`src/rtl/cons_txd.sv`:
```
// Console transmit responder on the KS10 CPU bus.
// Accepts IO writes of characters into a FIFO and sends them 8N1, LSB first, on o_con_txd.
// IO reads return status. A transmit-ready interrupt is optional.
//
// KS10 bit numbering [0:35] (bit 0 = MSB) maps onto [35:0] here, so KS10 bit n is index 35-n.
// The address [14:35] maps onto [21:0] the same way.
//
// Ports:
//   i_clk        system clock
//   i_rst_n      asynchronous active-low reset
//   i_clken      clock enable; bus decode and all state advance only when 1
//   i_cpu_read   CPU read request
//   i_cpu_write  CPU write request
//   i_cpu_io     request is IO space
//   i_cpu_addr   request address
//   i_cpu_data   CPU write data
//   o_txd_data   read data to arbiter; 0 outside the ack cycle
//   o_txd_ack    one-cycle acknowledge to arbiter
//   o_con_txd    serial output, idle high
//   o_tx_irq     registered interrupt request (IRQEN & TXRDY)
module cons_txd #(
   parameter int unsigned ClkFrq = 50000000,
   parameter int unsigned Baud   = 9600,
   parameter logic [21:0] Base   = 22'o0200000,
   parameter int unsigned Depth  = 8
) (
   input  logic        i_clk,
   input  logic        i_rst_n,
   input  logic        i_clken,
   input  logic        i_cpu_read,
   input  logic        i_cpu_write,
   input  logic        i_cpu_io,
   input  logic [21:0] i_cpu_addr,
   input  logic [35:0] i_cpu_data,
   output logic [35:0] o_txd_data,
   output logic        o_txd_ack,
   output logic        o_con_txd,
   output logic        o_tx_irq
);

   localparam int unsigned Div   = ClkFrq / Baud;
   localparam int unsigned TmrW  = $clog2(Div);
   localparam int unsigned AddrW = $clog2(Depth);

   localparam logic [TmrW-1:0]  TmrLast = TmrW'(Div - 1);
   localparam logic [TmrW-1:0]  TmrOne  = TmrW'(1);
   localparam logic [AddrW:0]   CntFull = (AddrW + 1)'(Depth);
   localparam logic [AddrW:0]   CntOne  = (AddrW + 1)'(1);
   localparam logic [AddrW-1:0] PtrOne  = AddrW'(1);

   typedef enum logic [1:0] {StIdle, StStart, StData, StStop} state_e;

   // Bus decode and request capture
   logic w_hit_data, w_hit_stat, w_sel;
   logic r_busy, r_ack, r_wr, r_stat;
   logic [7:0] r_wbyte;

   assign w_hit_data = (i_cpu_addr == Base);
   assign w_hit_stat = (i_cpu_addr == Base + 22'd1);
   assign w_sel      = i_cpu_io & (i_cpu_read | i_cpu_write) & (w_hit_data | w_hit_stat);

   // r_busy remembers a request already acknowledged, so a held request acks only once.
   always_ff @(posedge i_clk or negedge i_rst_n) begin
      if (!i_rst_n) begin
         r_busy  <= 1'b0;
         r_ack   <= 1'b0;
         r_wr    <= 1'b0;
         r_stat  <= 1'b0;
         r_wbyte <= 8'd0;
      end else if (i_clken) begin
         r_busy <= w_sel;
         r_ack  <= w_sel & ~r_busy;
         if (w_sel && !r_busy) begin
            r_wr    <= i_cpu_write;
            r_stat  <= w_hit_stat;
            r_wbyte <= i_cpu_data[7:0];
         end
      end
   end

   // Side effects are applied in the ack cycle, once per request.
   logic w_wr_ev, w_push_req, w_stat_wr;
   assign w_wr_ev    = i_clken & r_ack & r_wr;
   assign w_push_req = w_wr_ev & ~r_stat;
   assign w_stat_wr  = w_wr_ev & r_stat;

   // Character FIFO
   logic [7:0]       r_mem [Depth];
   logic [AddrW-1:0] r_wptr, r_rptr;
   logic [AddrW:0]   r_count;
   logic             w_empty, w_full, w_push, w_pop, w_bit_end;

   state_e         r_state;
   logic [TmrW-1:0] r_tmr;
   logic [2:0]     r_bitcnt;
   logic [7:0]     r_shift;
   logic           r_txd;

   assign w_empty   = (r_count == '0);
   assign w_full    = (r_count == CntFull);
   assign w_bit_end = (r_tmr == TmrLast);
   assign w_pop     = i_clken & ~w_empty &
                      ((r_state == StIdle) | ((r_state == StStop) & w_bit_end));
   // A simultaneous pop frees a slot, so a push into a full FIFO is still accepted.
   assign w_push    = w_push_req & (~w_full | w_pop);

   always_ff @(posedge i_clk or negedge i_rst_n) begin
      if (!i_rst_n) begin
         r_wptr  <= '0;
         r_rptr  <= '0;
         r_count <= '0;
      end else begin
         if (w_push) r_wptr <= r_wptr + PtrOne;
         if (w_pop)  r_rptr <= r_rptr + PtrOne;
         unique case ({w_push, w_pop})
            2'b10:   r_count <= r_count + CntOne;
            2'b01:   r_count <= r_count - CntOne;
            default: r_count <= r_count;
         endcase
      end
   end

   always_ff @(posedge i_clk) begin
      if (w_push) r_mem[r_wptr] <= r_wbyte;
   end

   // Status / interrupt
   logic r_ovf, r_irqen, r_irq;
   always_ff @(posedge i_clk or negedge i_rst_n) begin
      if (!i_rst_n) begin
         r_ovf   <= 1'b0;
         r_irqen <= 1'b0;
         r_irq   <= 1'b0;
      end else if (i_clken) begin
         if (w_push_req && w_full && !w_pop) begin
            r_ovf <= 1'b1;
         end else if (w_stat_wr && r_wbyte[2]) begin
            r_ovf <= 1'b0;
         end
         if (w_stat_wr) r_irqen <= r_wbyte[3];
         r_irq <= r_irqen & ~w_full;
      end
   end

   logic        w_tx_empty;
   logic [35:0] w_status;
   assign w_tx_empty = w_empty & (r_state == StIdle);
   assign w_status   = {32'd0, r_irqen, r_ovf, ~w_full, w_tx_empty};

   assign o_txd_ack  = r_ack;
   assign o_txd_data = (r_ack && !r_wr && r_stat) ? w_status : 36'd0;
   assign o_tx_irq   = r_irq;
   assign o_con_txd  = r_txd;

   // Transmitter; r_txd is loaded on each bit transition so the line follows the state.
   always_ff @(posedge i_clk or negedge i_rst_n) begin
      if (!i_rst_n) begin
         r_state  <= StIdle;
         r_tmr    <= '0;
         r_bitcnt <= 3'd0;
         r_shift  <= 8'd0;
         r_txd    <= 1'b1;
      end else if (i_clken) begin
         unique case (r_state)
            StIdle: begin
               r_txd <= 1'b1;
               if (!w_empty) begin
                  r_shift <= r_mem[r_rptr];
                  r_tmr   <= '0;
                  r_txd   <= 1'b0;
                  r_state <= StStart;
               end
            end
            StStart: begin
               if (w_bit_end) begin
                  r_tmr    <= '0;
                  r_bitcnt <= 3'd0;
                  r_txd    <= r_shift[0];
                  r_state  <= StData;
               end else begin
                  r_tmr <= r_tmr + TmrOne;
               end
            end
            StData: begin
               if (w_bit_end) begin
                  r_tmr <= '0;
                  if (r_bitcnt == 3'd7) begin
                     r_txd   <= 1'b1;
                     r_state <= StStop;
                  end else begin
                     r_bitcnt <= r_bitcnt + 3'd1;
                     r_txd    <= r_shift[r_bitcnt + 3'd1];
                  end
               end else begin
                  r_tmr <= r_tmr + TmrOne;
               end
            end
            StStop: begin
               if (w_bit_end) begin
                  r_tmr <= '0;
                  if (!w_empty) begin
                     // Next character starts with no idle gap.
                     r_shift <= r_mem[r_rptr];
                     r_txd   <= 1'b0;
                     r_state <= StStart;
                  end else begin
                     r_state <= StIdle;
                  end
               end else begin
                  r_tmr <= r_tmr + TmrOne;
               end
            end
            default: r_state <= StIdle;
         endcase
      end
   end

   logic w_unused;
   assign w_unused = ^i_cpu_data[35:8];

endmodule

```
`config.mk`:
```
export PLATFORM = sky130hd
export DESIGN_NAME = cons_txd
export DESIGN_NICKNAME = d
export VERILOG_FILES = /design/src/rtl/cons_txd.sv
export SDC_FILE = /design/constraint.sdc
export NUM_CORES = 1
export LEC_CHECK = 0
export ABC_CLOCK_PERIOD_IN_PS = 3310
export BUFFER_PORTS_ARGS = -buffer_cell sky130_fd_sc_hd__buf_4
export CORE_MARGIN = 1.5
export CORE_UTILIZATION = 40
export DETAILED_ROUTE_END_ITERATION = 16
export HOLD_SLACK_MARGIN = 0.15
export PLACE_DENSITY = 0.66
export SYNTH_ARGS = -nofsm -noshare
export SYNTH_HDL_FRONTEND = slang
export SYNTH_SLANG_ARGS = --single-unit
```
`constraint.sdc`:
```
create_clock -name i_clk -period 3.31 [get_ports i_clk]
set_input_delay 0.1655 -clock i_clk [delete_from_list [all_inputs] [get_ports i_clk]]
set_output_delay 0.1655 -clock i_clk [all_outputs]
set_load 0.02 [all_outputs]
```
==> flow_summary.json, run 1 <==
{
  "status": "completed",
  "ys_types": 72,
  "yosys_most_used_dff": "edfxtp_1",
  "die_w_um": 122,
  "cts_root_buf": "clkbuf_16",
  "yosysWarnings": 0,
  "drt_pass1_iterations": 4,
  "cts_tree": "built",
  "clk_latency_ns": 0.41,
  "die_area_mm2": 0.0149,
  "postCtsSetupBuffers": 0,
  "vias": 3495,
  "leakagePower_nw": 2.98,
  "finalHoldViolCount": 0,
  "maxCapViolations": 0,
  "required_ns": 3.59,
  "wirelength_um": 10700,
  "seq_area_mm2": 0.00322,
  "crit_path_max_fanout": 7,
  "worstReg2RegEnd": "r_count[2]",
  "cts_sinks": 116,
  "fillers": 1203,
  "grtUsageTotal_pct": 15.9,
  "finalSetupViolations": 0,
  "synthesis.area_mm2": 0.00568,
  "min_period_ns": 2.85,
  "grt_pass1_vias": 3606,
  "yosysTopAreaCell": "edfxtp_1",
  "synth_top_area_share_pct": 33.8,
  "ctsResizeCount": 0,
  "grt_max_degree": 53,
  "finalPower_mw": 3.38,
  "synthArstFlopShare_pct": 44.8,
  "drive_gt1_share_pct": 30.4,
  "portBuffers": 42,
  "drv_slew": 0,
  "postSynthAreaPerCell_um2": 14.4,
  "cts.path.max_buffers": 2,
  "grt_overflow": 0,
  "ctsHoldBuffers": 16,
  "hp-start": "i_cpu_addr[15]",
  "syn_inst": 394,
  "drc_errors": 0,
  "setup.worst_path.start_class": "flop",
  "htree_levels": 4,
  "ys_seq_area_share_pct": 56.7,
  "max_freq_ghz": 0.351,
  "path_class": "flop to flop",
  "peakVddDrop_mv": 0.351,
  "path_clk_slew_ns": 0.05,
  "ys_ff_latch": 116,
  "nets": 544,
  "reg2reg_depth": 12,
  "dp_hpwl_um": 7160,
  "drt_iter0_drc": 195,
  "cp-end-kind": "flop",
  "gp_congestion": 0.850,
  "grt_pass1_wl_um": 18100,
  "multi_input_area_mm2": 0.00216,
  "r2r_slack_ns": 0.46,
  "pin_count": 103,
  "worstPathArrival_ns": 3.13,
  "hold_depth": 5,
  "area_delta_synth_final_pct": 20.0,
  "antenna_found_initial": 0,
  "cts_buffers": 17,
  "synthTopCellsByArea": "edfxtp_1 (34%), dfrtp_1 (22%), mux2_2 (4.8%)",
  "slew_headroom_pct": 49.7,
  "fin_crit_sh_pct": 86.1,
  "start_util_pct": 40.9,
  "viasPerCell": 5.30,
  "wl_per_cell_um": 16.2,
  "r2r_start": "r_state[0]",
  "coreArea_mm2": 0.0139,
  "rows": 43,
  "grt_setup_unrepaired": "false",
  "die_h_um": 122,
  "power.density_mw_per_mm2": 496,
  "totalNegativeSetupSlack_ns": 0,
  "synth_edf_count": 64,
  "tightest_slew_ns": 0.754,
  "finClkSkew_ns": 0.00797,
  "hold-path-endpoint": "o_txd_ack",
  "ant_nets": 0,
  "diodes": 0,
  "hold_path.class": "input pin to flop"
}
layer usage:
| metal | global-route usage, % | share of wire [%] |
|---|---|---|
| met1 | 19.8 | 43 |
| met2 | 26.5 | 49 |
| met3 | 3.37 | 5.5 |
| met4 | 7.85 | 2.7 |
| met5 | 0 | 0 |
cells in the mapped netlist, types with 3 or more instances:
master,number
a211oi_1,6
a21o_1,3
a21oi_1,8
a31oi_1,10
and2_1,3
buf_1,3
buf_2,3
buf_4,33
buf_6,4
clkbuf_1,4
clkbuf_8,3
dfrtp_1,51
edfxtp_1,64
ha_1,13
inv_1,9
mux2_2,24
mux2_4,8
mux4_1,6
mux4_2,12
nand2_1,14
nand3_1,7
nand3b_1,4
nand4_1,4
nor2_1,8
nor3_1,9
nor4_1,6
nor4b_1,4
o21ai_0,13
xor2_1,6
flip-flops by register name (all words and copies together), names as in the netlist:
name       cells
r_ovf          1
r_stat         1
r_busy         1
r_wbyte        8
o_txd_ack      1
r_wr           1
r_state        2
r_tmr         13
o_tx_irq       1
r_count        4
r_wptr         3
r_bitcnt       3
r_mem         64
r_irqen        1
r_shift        8
o_con_txd      1
r_rptr         3
cells in the final DEF (no fill, tap or decap), drive strengths merged, types with 3 or more instances in the layout:
cell type    instances
buf                 57
nor2                 9
inv                 10
nand3                8
dlygate4sd3         16
ha                  13
nand2               14
xor2                 6
nor4                 6
a211oi               6
a21oi                8
a31oi               10
mux4                18
nand2b               3
nand3b               4
nand4                4
a21o                 4
conb                32
edfxtp              64
o21ai               15
and2                 3
nor4b                6
clkbuf              21
nor3                 9
dfrtp               51
clkinv               7
mux2                33
where the power goes:
part / switching, mW / total, mW / internal (mW)
sequential: 0.000747 / 1.52 / 1.52
combinational: 0.0584 / 0.0982 / 0.0398
clock: 0.635 / 1.76 / 1.13
cell type report:
| class | count | share of cell area [%] |
|---|---|---|
| Inverter | 10 | 0.551 |
| Clock buffer | 21 | 6.61 |
| Clock inverter | 11 | 1.89 |
| Multi-Input combinational cell | 249 | 31.7 |
| Timing Repair Buffer | 73 | 8.63 |
| Sequential cell | 116 | 47.3 |
| Tap cell | 180 | 3.30 |
worst max path at each step:
stage	from	end	slack, ns	cells after the start
final	r_state[0]	r_count[2]	0.46	12
after global placement	r_state[0]	r_count[2]	0.52	12
after floorplan	r_state[0]	r_mem[4][0]	0.41	8
after detailed placement	r_state[0]	r_count[2]	0.47	12
after global routing	r_state[0]	r_count[2]	0.13	12
after CTS	r_state[0]	r_count[2]	0.43	12
cell families (layout without fill, tap and decap cells):
| kind of cell | count (synthesis) | after routing | share of synthesized area, % |
|---|---|---|---|
| AOI/OAI and AO/OA | 66 | 66 | 8.28 |
| xor gates and xnor gates | 8 | 8 | 1.23 |
| adders and majority gates | 13 | 13 | 2.86 |
| buffers and inverters | 60 | 115 | 7.27 |
| DFF | 116 | 116 | 56.7 |
| muxes | 52 | 52 | 14.8 |
| other | 1 | 32 | 0.0660 |
| and+or+nand+nor | 78 | 78 | 8.76 |
critical path: stages, from the launching register on:
cell      delay [ns]
dfrtp_1         0.41
inv_1           0.13
ha_1            0.31
o21ai_0         0.18
a211oi_1        0.39
o21ai_2         0.12
ha_1            0.31
xor2_1          0.17
ha_1            0.18
a21oi_1         0.15
xor2_1          0.17
nor2_1          0.07
xor2_1          0.14
metrics by stage:
stage	cells	setup WS, ns	util [%]	cell area, um2	hold slack (ns)
final	660	0.459	49.1	6820	0.265
after global routing	660	0.133	49.1	6820	0.313
after CTS	660	0.429	49.1	6820	0.262
after detailed placement	612	0.467	43.8	6080	0.255
after global placement	612	0.524	43.8	6080	0.251
after floorplan	425	0.409	-	5800	-0.130
(Power assumes the default switching activity.)
==> run 2, diff against run 1 <==
--- a/config.mk
+++ b/config.mk
@@ -9,6 +9,7 @@
 export BUFFER_PORTS_ARGS = -buffer_cell sky130_fd_sc_hd__buf_4
 export CORE_MARGIN = 1.5
 export CORE_UTILIZATION = 40
+export CTS_BUF_LIST = sky130_fd_sc_hd__clkbuf_4 sky130_fd_sc_hd__clkbuf_8
 export DETAILED_ROUTE_END_ITERATION = 16
 export HOLD_SLACK_MARGIN = 0.15
 export PLACE_DENSITY = 0.66
==> flow_summary.json, run 2 (synthesized netlist as in run 1, its figures left out) <==
{
  "status": "completed",
  "coreArea_mm2": 0.0139,
  "fin_hold_ws_ns": 0.253,
  "ctsResizeCount": 0,
  "hold_depth": 5,
  "drc_errors": 0,
  "worstPathArrival_ns": 3.14,
  "diodes": 0,
  "grt_setup_unrepaired": "false",
  "path_class": "flop to flop",
  "wirelength_um": 10600,
  "maxCapViolations": 0,
  "reg2reg_depth": 12,
  "hold_path.class": "input pin to flop",
  "worstReg2RegEnd": "r_count[2]",
  "drt_pass1_iterations": 4,
  "pwr-share-comb_pct": 3.4,
  "die_area_mm2": 0.0149,
  "max_stage_delay_ns": 0.41,
  "power_frac_seq_pct": 52.3,
  "largest_reg_flops": 64,
  "max_freq_ghz": 0.352,
  "antenna_found_initial": 0,
  "swShare_pct": 21.6,
  "layout_commonest_cell": "edfxtp_1",
  "grtUsageTotal_pct": 15.9,
  "fin_crit_sh_pct": 85.9,
  "die_w_um": 122,
  "r2r_slack_ns": 0.47,
  "grt_pass1_vias": 3600,
  "most-common-layout-cells": "edfxtp_1 (64), buf_4 (57), dfrtp_1 (51)",
  "grt_max_degree": 53,
  "r2r_start": "r_state[0]",
  "cts_buffers": 17,
  "regMostFlops": "r_mem",
  "rows": 43,
  "clk_latency_ns": 0.42,
  "vias": 3492,
  "tightest_slew_ns": 0.761,
  "switching_power_uw": 625,
  "power.density_mw_per_mm2": 436,
  "min_period_ns": 2.84,
  "crit_path_max_fanout": 7,
  "finalHoldViolCount": 0,
  "area_delta_synth_final_pct": 16.8,
  "setup.worst_path.start_class": "flop",
  "hold-path-endpoint": "o_txd_ack",
  "path_clk_slew_ns": 0.07,
  "gp_congestion": 0.850,
  "finalSetupViolations": 0,
  "start_util_pct": 40.9,
  "internal_power_mw": 2.27,
  "required_ns": 3.61,
  "ctsHoldBuffers": 16,
  "cts_root_buf": "clkbuf_8",
  "leakagePower_nw": 2.91,
  "finalPower_mw": 2.90,
  "die_h_um": 122,
  "portBuffers": 42,
  "hp-start": "i_cpu_addr[15]",
  "wl_per_cell_um": 16.1,
  "reg.largest.list": "r_mem (64), r_tmr (13)",
  "finClkSkew_ns": 0.0118,
  "drv_slew": 0,
  "ant_nets": 0,
  "grt_overflow": 0,
  "nets": 544,
  "peakVddDrop_mv": 0.341,
  "cp_cell_sequence": "inv_1 > ha_1 > o21ai_0 > a211oi_1 > o21ai_2 > ha_1 > xor2_1 > ha_1 > a21oi_1 > xor2_1 > nor2_1 > xor2_1",
  "drt_iter0_drc": 188,
  "cp-end-kind": "flop",
  "cts_tree": "built",
  "dp_hpwl_um": 7160,
  "slew_headroom_pct": 49.3,
  "totalNegativeSetupSlack_ns": 0,
  "pin_count": 103,
  "cts_sinks": 116,
  "viasPerCell": 5.29,
  "clock_power_share_pct": 44.3,
  "cts.path.max_buffers": 2,
  "postCtsSetupBuffers": 0,
  "htree_levels": 4,
  "grt_pass1_wl_um": 17900,
  "drive_gt1_share_pct": 31.0,
  "slowest_stage": "dfrtp_1"
}
[run 2: cell types whose count changed in the layout (fill, tap and decap cells not counted)]
cell,previous run,this run
clkbuf_16,17,0
clkbuf_1,3,0
clkbuf_4,0,3
clkbuf_8,1,18
[run 2: worst max-delay path by stage]
stage | start | end | slack, ns | cells after the start
5_1_grt | r_state[0] | r_count[2] | 0.13 | 12
2_1_floorplan | r_state[0] | r_mem[4][0] | 0.41 | 8
6_report | r_state[0] | r_count[2] | 0.47 | 12
3_3_place_gp | r_state[0] | r_count[2] | 0.52 | 12
4_1_cts | r_state[0] | r_count[2] | 0.43 | 12
3_5_place_dp | r_state[0] | r_count[2] | 0.47 | 12
[run 2: cell type report]
cell class / instances / area (um2)
repair buffers: 73 / 588
well taps: 180 / 225
clock inverters: 11 / 129
flip-flops and latches: 116 / 3220
inverters: 10 / 37.5
multi-input cells: 249 / 2160
fillers: 1222 / 7250
clock buffers: 21 / 270
[run 2: stage by stage]
step           setup slack [ns]  area (um2)  util, %  instances
2_1_floorplan             0.409        5800        -        425
3_3_place_gp              0.524        6080     43.8        612
3_5_place_dp              0.467        6080     43.8        612
4_1_cts                   0.426        6640     47.8        660
5_1_grt                   0.131        6640     47.8        660
6_report                  0.467        6640     47.8        660
[run 2: per-layer routing]
layer	part of all wire (%)	track usage (%)
met1	43	19.5
met2	50	26.6
met3	4.9	4.21
met4	1.5	6.40
met5	0	0
[run 2: power by group through the flow]
stage	Clock, mW	Combinational, mW	Sequential, mW
2_1_floorplan	0	0.0684	1.54
5_1_grt	1.37	0.110	1.51
6_report	1.28	0.0981	1.51
3_5_place_dp	0	0.0863	1.54
4_1_cts	1.31	0.0991	1.51
3_3_place_gp	0	0.0853	1.54
[run 2: critical path: cells and delay by family, from the launching register on]
family	cells	cell delay (ns)
adders and majority gates	3	0.80
DFF	1	0.41
xor gates and xnor gates	3	0.48
and+or+nand+nor	1	0.07
buffers and inverters	1	0.13
AOI/OAI and AO/OA	4	0.83
==> run 3, diff against run 2 <==
--- a/config.mk
+++ b/config.mk
@@ -5,6 +5,7 @@
 export SDC_FILE = /design/constraint.sdc
 export NUM_CORES = 1
 export LEC_CHECK = 0
+export ABC_AREA = 1
 export ABC_CLOCK_PERIOD_IN_PS = 3310
 export BUFFER_PORTS_ARGS = -buffer_cell sky130_fd_sc_hd__buf_4
 export CORE_MARGIN = 1.5
@@ -12,7 +13,8 @@
 export CTS_BUF_LIST = sky130_fd_sc_hd__clkbuf_4 sky130_fd_sc_hd__clkbuf_8
 export DETAILED_ROUTE_END_ITERATION = 16
 export HOLD_SLACK_MARGIN = 0.15
-export PLACE_DENSITY = 0.66
+export PLACE_DENSITY = 0.65
+export REMOVE_ABC_BUFFERS = 1
 export SYNTH_ARGS = -nofsm -noshare
 export SYNTH_HDL_FRONTEND = slang
 export SYNTH_SLANG_ARGS = --single-unit
==> flow_summary.json, run 3 <==
{
  "drt_pass1_iterations": 5,
  "cp_top_family": "buffers and inverters",
  "die_h_um": 123,
  "finalHoldViolCount": 0,
  "htree_levels": 4,
  "vias": 4244,
  "ant_nets": 0,
  "tightest_slew_ns": 0.933,
  "yosysWarnings": 0,
  "grtUsageTotal_pct": 16.6,
  "cpMostUsedCell": "dlygate4sd3_1",
  "r2r_start": "r_state[0]",
  "ctsResizeCount": 0,
  "status": "completed",
  "slew_headroom_pct": 37.7,
  "fin_crit_sh_pct": 81.9,
  "start_util_pct": 41.1,
  "antenna_found_initial": 0,
  "grt_setup_unrepaired": "false",
  "slowest_stage": "dlygate4sd3_1",
  "rows": 43,
  "diodes": 0,
  "nets": 755,
  "synth_edf_count": 64,
  "drt_iter0_drc": 229,
  "path_clk_slew_ns": 0.07,
  "worstReg2RegEnd": "r_count[3]",
  "drive_gt1_share_pct": 15.2,
  "cp_num_buf_inv": 5,
  "synthArstFlopShare_pct": 44.8,
  "postSynthAreaPerCell_um2": 9.36,
  "cts_sinks": 116,
  "viasPerCell": 4.87,
  "regMostFlops": "r_mem",
  "peakVddDrop_mv": 0.363,
  "drv_slew": 0,
  "totalNegativeSetupSlack_ns": 0,
  "clk_latency_ns": 0.44,
  "finalSetupViolations": 0,
  "drc_errors": 0,
  "place_area_mm2": 0.00611,
  "synthTopCellsByArea": "edfxtp_1 (34%), dfrtp_1 (22%), nand2_1 (7.9%)",
  "coreArea_mm2": 0.0139,
  "grt_pass1_wl_um": 19000,
  "dp_hpwl_um": 7720,
  "wirelength_um": 11600,
  "crit_path_max_fanout": 2,
  "grt_pass1_vias": 3993,
  "max_stage_delay_ns": 0.57,
  "max_freq_ghz": 0.369,
  "die_w_um": 123,
  "area_delta_synth_final_pct": 16.1,
  "worstPathArrival_ns": 3.07,
  "ys_ff_latch": 116,
  "required_ns": 3.67,
  "most-common-layout-cells": "nand2_1 (121), nor2_1 (73), inv_1 (66)",
  "synth_top_area_share_pct": 33.6,
  "cts_root_buf": "clkbuf_8",
  "grt_overflow": 0,
  "reg.largest.list": "r_mem (64), r_tmr (13)",
  "cts_buffers": 17,
  "hold_path.class": "input pin to asynchronous set/reset pin",
  "synthesis.area_mm2": 0.00572,
  "reg2reg_depth": 17,
  "path_class": "input pin to flop",
  "cts_tree": "built",
  "pin_count": 103,
  "final_cell_area_mm2": 0.00665,
  "wl_per_cell_um": 13.3,
  "cts.path.max_buffers": 2,
  "fin_hold_ws_ns": 0.322,
  "yosysMostFrequentCell": "nand2_1",
  "ys_seq_area_share_pct": 56.4,
  "syn_inst": 611,
  "die_area_mm2": 0.0150,
  "min_period_ns": 2.71,
  "finClkSkew_ns": 0.00906,
  "layout_commonest_cell": "nand2_1",
  "maxCapViolations": 0,
  "yosys_most_used_dff": "edfxtp_1",
  "setup.worst_path.start_class": "input pin",
  "grt_max_degree": 53,
  "yosysTopAreaCell": "edfxtp_1",
  "r2r_slack_ns": 0.67,
  "cp_cell_sequence": "dlygate4sd3_1 > buf_4 > or3_1 > dlygate4sd3_1 > nor2_1 > dlygate4sd3_1 > nand2_1 > dlygate4sd3_1 > o21ai_0",
  "power.density_mw_per_mm2": 657,
  "synthTopCellsByCount": "nand2_1 (121), nor2_1 (73), inv_1 (66), edfxtp_1 (64), o21ai_0 (56)",
  "portBuffers": 42,
  "ys_types": 38,
  "leakagePower_nw": 3.00,
  "gp_congestion": 0.832,
  "largest_reg_flops": 64,
  "cp-end-kind": "flop"
}
==> run 3: changes by cell type in the layout (fill, tap and decap cells not counted), moves of 8 or more <==
cell     before  now
a31oi_1      10    0
buf_4        57   48
inv_1         9   66
mux2_2       24    0
mux2_4        8    0
mux4_2       12    0
nand2_1      14  121
nand3_1       7   25
nor2_1        8   73
o21ai_0      13   56
o21ai_1       0   11
o22ai_1       1   20
==> run 3: how the worst max path moves through the flow <==
stage | start | endpoint | slack (ns) | cells past startpoint
floorplan | r_state[0] | r_count[2] | 0.98 | 17
global placement | r_state[0] | r_count[2] | 0.77 | 17
detailed placement | r_state[0] | r_count[3] | 0.66 | 17
CTS | r_state[0] | r_count[3] | 0.62 | 17
global route | r_state[0] | r_count[2] | 0.39 | 17
finish | i_cpu_addr[20] | r_busy | 0.60 | 9
==> run 3: per-layer routing <==
layer  track usage [%]  wire length, um  vias up
met5                 0                0        -
met3              3.76              573       17
met1              19.8             5030     1991
met4              7.05              192        0
li1                  -                -     2101
met2              28.8             5790      135
==> run 3: where the power goes <==
part / leakage [nW] / switching (mW) / internal [mW] / total (mW)
Combinational: 1.40 / 0.882 / 0.483 / 1.37
Sequential: 1.43 / 0.114 / 1.65 / 1.76
Clock: 0.178 / 0.630 / 0.609 / 1.24
==> run 3: metrics by stage <==
step	utilization [%]	setup slack [ns]	std cells	power, mW
3_5_place_dp	43.8	0.664	823	3.15
6_report	47.7	0.599	871	4.36
2_1_floorplan	-	0.979	595	2.75
3_3_place_gp	43.8	0.767	823	3.09
4_1_cts	47.7	0.625	871	4.40
5_1_grt	47.7	0.388	871	4.66
==> run 3: cell families after synthesis <==
kind of cell	after synthesis	synth area share (%)
and+or+nand+nor	251	19.1
buffers and inverters	117	10.1
DFF	116	56.4
AOI/OAI and AO/OA	104	10.1
adders and majority gates	13	2.84
xor gates and xnor gates	9	1.38
other	1	0.0655
==> run 3: worst register-to-register path, cell delays in order (launching register included) <==
cell and delay (ns):
dfrtp_1 0.44, inv_1 0.13, ha_1 0.21, inv_1 0.11, nand2_1 0.07, nand3_1 0.13
inv_1 0.13, nand2_4 0.08, nand2_4 0.10, nand2_4 0.10, ha_1 0.26, nand2_1 0.10
inv_1 0.05, nor2_1 0.13, nand2_1 0.09, o21ai_0 0.15, nand3_1 0.10, xor2_1 0.15
==> run 3: layout make-up <==
type,instances,area (um2)
Multi-Input combinational cell,409,2030
Clock buffer,17,234
Sequential cell,116,3220
Timing Repair Buffer,64,520
Tap cell,180,225
Inverter,70,263
Clock inverter,15,145
Fill cell,1266,7290
==> run 3: repair_timing <==
item                                   in CTS  in global routing
hold buffers                               16                  0
setup buffers                               0                  0
endpoints found under the hold margin      66                  0
